$ cat src/rtl/uart_tx_fifo_pkg.sv
// Shared definitions for the buffered 8N1 UART transmitter.
// State encoding, frame constants and bit-period helper.
package uart_tx_fifo_pkg;

  typedef logic [1:0] state_t;

  localparam state_t ST_IDLE  = 2'd0;
  localparam state_t ST_START = 2'd1;
  localparam state_t ST_DATA  = 2'd2;
  localparam state_t ST_STOP  = 2'd3;

  localparam int DATA_BITS = 8;
  localparam int STOP_BITS = 1;

  function automatic int calc_div(
    input int clk_hz,
    input int baud
  );
    return clk_hz / baud;
  endfunction

endpackage

$ cat src/rtl/uart_tx_buffer.sv
// Byte-wide circular FIFO feeding the UART shift register.
// Pointers wrap naturally because DEPTH is a power of two.
module uart_tx_buffer #(
  parameter int DEPTH = 16
) (
  input  logic                   clk,
  input  logic                   rst,
  input  logic                   push,
  input  logic                   pop,
  input  logic [7:0]             din,
  output logic [7:0]             dout,
  output logic [$clog2(DEPTH):0] count,
  output logic                   full,
  output logic                   empty
);

  localparam int AW = $clog2(DEPTH);
  localparam logic [AW:0] CAP = (AW+1)'(DEPTH);

  logic [7:0]    mem [DEPTH];
  logic [AW-1:0] wptr;
  logic [AW-1:0] rptr;
  logic          wr;
  logic          rd;

  assign full  = (count == CAP);
  assign empty = (count == '0);
  assign wr    = push && !full;
  assign rd    = pop && !empty;
  assign dout  = mem[rptr];

  always_ff @(posedge clk) begin
    if (wr && !rst) begin
      mem[wptr] <= din;
    end
  end

  always_ff @(posedge clk) begin
    if (rst) begin
      wptr  <= '0;
      rptr  <= '0;
      count <= '0;
    end else begin
      if (wr) wptr <= wptr + 1'b1;
      if (rd) rptr <= rptr + 1'b1;
      if (wr && !rd) begin
        count <= count + 1'b1;
      end else if (rd && !wr) begin
        count <= count - 1'b1;
      end
    end
  end

endmodule

$ cat src/rtl/uart_tx_fifo.sv
// Buffered 8N1 UART transmitter: FIFO plus baud-timed frame FSM.
// tx, busy and tx_done are registered one cycle behind the state.
module uart_tx_fifo
  import uart_tx_fifo_pkg::*;
#(
  parameter int CLOCK_FREQ = 100000000,
  parameter int BAUD_RATE  = 115200,
  parameter int FIFO_DEPTH = 16
) (
  input  logic                        clk,
  input  logic                        rst,
  input  logic [7:0]                  data_in,
  input  logic                        valid_in,
  output logic                        ready_out,
  output logic                        tx,
  output logic                        busy,
  output logic                        tx_done,
  output logic [$clog2(FIFO_DEPTH):0] fifo_count
);

  localparam int DIV      = calc_div(CLOCK_FREQ, BAUD_RATE);
  localparam int STOP_LEN = DIV * STOP_BITS;
  localparam int CW       = $clog2(STOP_LEN + 1);
  localparam int IW       = $clog2(DATA_BITS);
  localparam logic [CW-1:0] BIT_LAST  = CW'(DIV - 1);
  localparam logic [CW-1:0] STOP_LAST = CW'(STOP_LEN - 1);
  localparam logic [IW-1:0] IDX_LAST  = IW'(DATA_BITS - 1);

  state_t               state;
  logic [CW-1:0]        cnt;
  logic [IW-1:0]        idx;
  logic [DATA_BITS-1:0] shift;
  logic [7:0]           dout;
  logic                 push;
  logic                 pop;
  logic                 full;
  logic                 empty;

  assign ready_out = !full;
  assign push      = valid_in && !full && !rst;
  assign pop       = (state == ST_IDLE) && !empty && !rst;

  uart_tx_buffer #(
    .DEPTH(FIFO_DEPTH)
  ) u_buf (
    .clk  (clk),
    .rst  (rst),
    .push (push),
    .pop  (pop),
    .din  (data_in),
    .dout (dout),
    .count(fifo_count),
    .full (full),
    .empty(empty)
  );

  always_ff @(posedge clk) begin
    if (rst) begin
      state   <= ST_IDLE;
      cnt     <= '0;
      idx     <= '0;
      shift   <= '0;
      tx      <= 1'b1;
      busy    <= 1'b0;
      tx_done <= 1'b0;
    end else begin
      tx_done <= 1'b0;
      busy    <= (state != ST_IDLE) || !empty;
      unique case (1'b1)
        (state == ST_IDLE): begin
          tx <= 1'b1;
          if (!empty) begin
            shift <= dout;
            cnt   <= BIT_LAST;
            state <= ST_START;
          end
        end
        (state == ST_START): begin
          tx <= 1'b0;
          if (cnt == '0) begin
            cnt   <= BIT_LAST;
            idx   <= '0;
            state <= ST_DATA;
          end else begin
            cnt <= cnt - 1'b1;
          end
        end
        (state == ST_DATA): begin
          tx <= shift[idx];
          if (cnt == '0) begin
            if (idx == IDX_LAST) begin
              cnt   <= STOP_LAST;
              state <= ST_STOP;
            end else begin
              cnt <= BIT_LAST;
              idx <= idx + 1'b1;
            end
          end else begin
            cnt <= cnt - 1'b1;
          end
        end
        (state == ST_STOP): begin
          tx <= 1'b1;
          if (cnt == '0) begin
            tx_done <= 1'b1;
            state   <= ST_IDLE;
          end else begin
            cnt <= cnt - 1'b1;
          end
        end
        default: begin
          state <= ST_IDLE;
        end
      endcase
    end
  end

endmodule

$ cat config.mk
export PLATFORM = sky130hd
export DESIGN_NAME = uart_tx_fifo
export DESIGN_NICKNAME = d
export VERILOG_FILES = /design/src/rtl/uart_tx_fifo_pkg.sv /design/src/rtl/uart_tx_buffer.sv /design/src/rtl/uart_tx_fifo.sv
export SDC_FILE = /design/constraint.sdc
export NUM_CORES = 1
export LEC_CHECK = 0
export BUFFER_PORTS_ARGS = -buffer_cell sky130_fd_sc_hd__buf_2
export CORE_MARGIN = 4
export CORE_UTILIZATION = 55
export DETAILED_ROUTE_END_ITERATION = 16
export PLACE_DENSITY = 0.71
export SYNTH_ARGS = -nofsm -noshare
export SYNTH_HDL_FRONTEND = slang
export SYNTH_SLANG_ARGS = --single-unit
$ cat constraint.sdc
create_clock -name clk -period 3.1 [get_ports clk]
set_input_delay 0.155 -clock clk [delete_from_list [all_inputs] [get_ports clk]]
set_output_delay 0.155 -clock clk [all_outputs]
set_load 0.1 [all_outputs]
==> results.tsv <==
stage	metric	value	unit
setup_path	regToRegEndpoint	u_buf.count[4]$_SDFFE_PP0P_	
setup_path	endpoint	u_buf.count[4]$_SDFFE_PP0P_	
detailed_routing	viasPerCell	5.77	
clocking	cts_buffers	17	
yosys	synth_seq_cells	167	
finish	register_area	4640	µm²
clocking	htreeDepth	4	
yosys	synth_nets	552	
finish	drive_gt1_share	14.1	%
finish	diodes	0	
setup_path	cp_common_cell	ha_1	
finish	area_delta_synth_final	12.7	%
setup_path	max_stage_delay	0.57	ns
grt	grt-ovfl-total	0	
sta	period_share	92.5	%
pwr	p_int	4580	µW
yosys	synth_ff_type	edfxtp_1	
grt	grt_max_degree	67	
setup_path	endpoint_kind	flip-flop	
status	status	completed	
grt	grt_util_met1	27.2	%
grt	grt_pass1_wl	21.9	mm
detailed_routing	drtPass1Iterations	5	
clocking	cts_setup_buffers	0	
grt	grt_busiest_layer	met2	
clocking	cts_resized	0	
setup_path	crit_type	reg2reg	
clocking	clockBufferDepth	2	
finish	multi_input_area	2290	µm²
place	dp_hpwl	8.98	mm
finish	finalCoreUtilization	63.2	%
setup_path	setup.worst_path.start	u_buf.count[0]$_SDFFE_PP0P_	
finish	nFillCells	980	
place	port-buffer-count	19	
worst_hold_path	min_from	rst	
grt	grt_pass1_vias	4081	
yosys	synth_top_cell_area_share	54.3	%
floorplanning	dieHeight	121	µm
yosys	yosys_warnings	0	
place	pre_cts_ws	0.232	ns
finish	layout.nets	573	
yosys	yosysSeqAreaShare	65.4	%
setup_path	crit_buf_inv	1	
setup_path	r2r_slack	0.23	ns
setup_path	reg2reg_depth	10	
sta	fin_crit	2.87	ns
pwr	power_frac_seq	40.4	%
clocking	clock-sinks	167	
setup_path	path_depth	10	
detailed_routing	wl_per_cell	19.0	µm
yosys	synthesis.area	7080	µm²
sta	fmax	349	MHz
sta	fin_setup_tns	0	ns
grt	grt_util_all_layers	20.0	%
detailed_routing	drc	0	
sta	finalSetupViolCount	0	
flow_run	max-cap-violations	0	
grt	grt_antenna_before_repair	0	
clocking	cts_tree	built	
floorplanning	io_pins	20	
setup_path	r2r_start	u_buf.count[0]$_SDFFE_PP0P_	
finish	final_common_cell	edfxtp_1	
pwr	ir_drop	0.000504	V
setup_path	cpLargestDelayFamily	simple AND/OR/NAND/NOR gates	
yosys	synth.largest_area_cell	edfxtp_1	
detailed_routing	drtIter0Drc	311	
clocking	clk-insertion-delay-late	0.43	ns
sta	skew	0.00758	ns
floorplanning	floorplan.die.width	121	µm
yosys	synth-async-reset-ratio	0	%
floorplanning	die_area	14700	µm²
detailed_routing	vias	4191	
setup_path	critPathRequiredTime	3.41	ns
sta	fin_ws	0.231	ns
sta	hold_viol	0	
worst_hold_path	hold_class	in2reg	
yosys	synth-edff-count	128	
detailed_routing	antenna_left	0	
pwr	total_power	6900	µW
pwr	p_clk_share	31.0	%
yosys	syn_avg_cell_area	13.6	µm²
place	gp_congestion	0.873	
sta	relSlewSlack	44.5	%
sta	slew_violations	0	
setup_path	cp-start-kind	flip-flop	
clocking	clk_pin_slew	0.06	ns
yosys	synth.area.top_cells	edfxtp_1, dfxtp_1, mux2i_1, ha_1, nor2_1	
floorplanning	num_rows	41	
clocking	cts_hold_buf	0	
detailed_routing	drt_wl_total	13.8	mm
clocking	cts-root-buf	clkbuf_16	
pwr	combPwrFrac	28.6	%
sta	rsz0062_at_grt	no	
yosys	synthDistinctLibCells	51	
floorplanning	core_area	12600	µm²
setup_path	critical_path.cell_chain	or4_4 -> o21a_1 -> nand2b_1 -> ha_1 -> inv_1 -> ha_1 -> a21o_1 -> a21oi_1 -> mux2i_1 -> mux2_2	
pwr	p_leak	0.00263	µW
pwr	switching_share	33.6	%
floorplanning	start_util	56.1	%
yosys	postSynthCellCount	520	
grt	met2_usage	30.8	%
setup_path	cp.arrival	3.18	ns
pwr	powerDensity	865	nW/µm²
sta	tightest_slew	0.830	ns
setup_path	critical_path.max_fanout	6	
finish	mostFrequentLayoutCells	edfxtp_1, mux2i_1, nor2_1, dfxtp_1, o22ai_1	
grt	use_met3	4.94	%
pwr	p_switching	2320	µW
setup_path	slowest_stage	or4_4	
==> cell type report <==
class	count	share of cell area, %
flip-flops and latches	167	58.2
inverters	15	0.706
multi-input cells	313	28.7
clock inverters	13	2.13
well taps	172	2.70
clock buffers	19	5.43
repair buffers	27	2.10
==> power groups by stage <==
stage	logic (µW)	registers (µW)	clock network (µW)
6_report	1970	2780	2140
5_1_grt	2180	2820	2270
4_1_cts	1980	2780	2160
3_5_place_dp	1970	2830	0
3_3_place_gp	1900	2820	0
2_1_floorplan	1370	3000	0
==> cells in the mapped netlist (all sizes together) (2+ instances only) <==
cell type,number
nor3b,2
xnor2,5
inv,15
dfxtp,39
o22ai,32
nor2b,2
clkbuf,17
ha,20
or4,3
o21ai,8
a21oi,17
buf,8
nand2b,6
nand4,4
a21o,2
nor3,12
xor2,7
edfxtp,128
nor4,13
nand3,3
a221oi,2
mux2i,68
nand2,17
a211oi,9
or3,4
nor2,57
nand3b,3
mux4,2
==> logic make-up after synthesis <==
group	count (synthesis)	share of synthesized area, %
compound gates	78	7.11
xor+xnor	12	1.49
fa+ha+maj	21	3.82
buf+inv	40	2.32
flops	167	65.4
mux	71	10.4
simple gates	131	9.50
==> registers in the layout (all words and copies together), names as in the netlist <==
signal / count
busy: 1
cnt: 10
idx: 3
shift: 8
state: 2
tx: 1
tx_done: 1
u_buf.count: 5
u_buf.mem: 128
u_buf.rptr: 4
u_buf.wptr: 4
==> per-layer routing <==
layer | wire [µm] | up-vias
met5 | 0 | -
met2 | 6630 | 110
met4 | 322 | 0
li1 | - | 2009
met1 | 6080 | 2043
met3 | 771 | 29
==> worst min-delay path by stage <==
stage	to	slack, ns	depth (start not counted)
after detailed placement	tx$_SDFFE_PP1P_	0.46	1
after CTS	u_buf.wptr[3]$_SDFFE_PP0P_	0.04	2
after floorplan	u_buf.mem[0][0]$_DFFE_PP_	0.25	0
after global placement	tx$_SDFFE_PP1P_	0.45	1
after global routing	u_buf.wptr[3]$_SDFFE_PP0P_	0.07	2
final	u_buf.count[0]$_SDFFE_PP0P_	0.06	2
==> per-stage QoR <==
step                      cell area, µm²  hold WS (ns)  std cells
after floorplan                     7090         0.254        520
after global placement              7370         0.448        694
after detailed placement            7370         0.461        694
after CTS                           7980        0.0382        726
after global routing                7980        0.0680        726
final                               7980        0.0570        726
==> worst register-to-register path, cell delays in order (launching register included) <==
cell and delay (ns):
dfxtp_4 0.36, or4_4 0.57, o21a_1 0.20, nand2b_1 0.07, ha_1 0.21, inv_1 0.12
ha_1 0.31, a21o_1 0.19, a21oi_1 0.16, mux2i_1 0.22, mux2_2 0.34
Power figures use the tool's default switching activity.
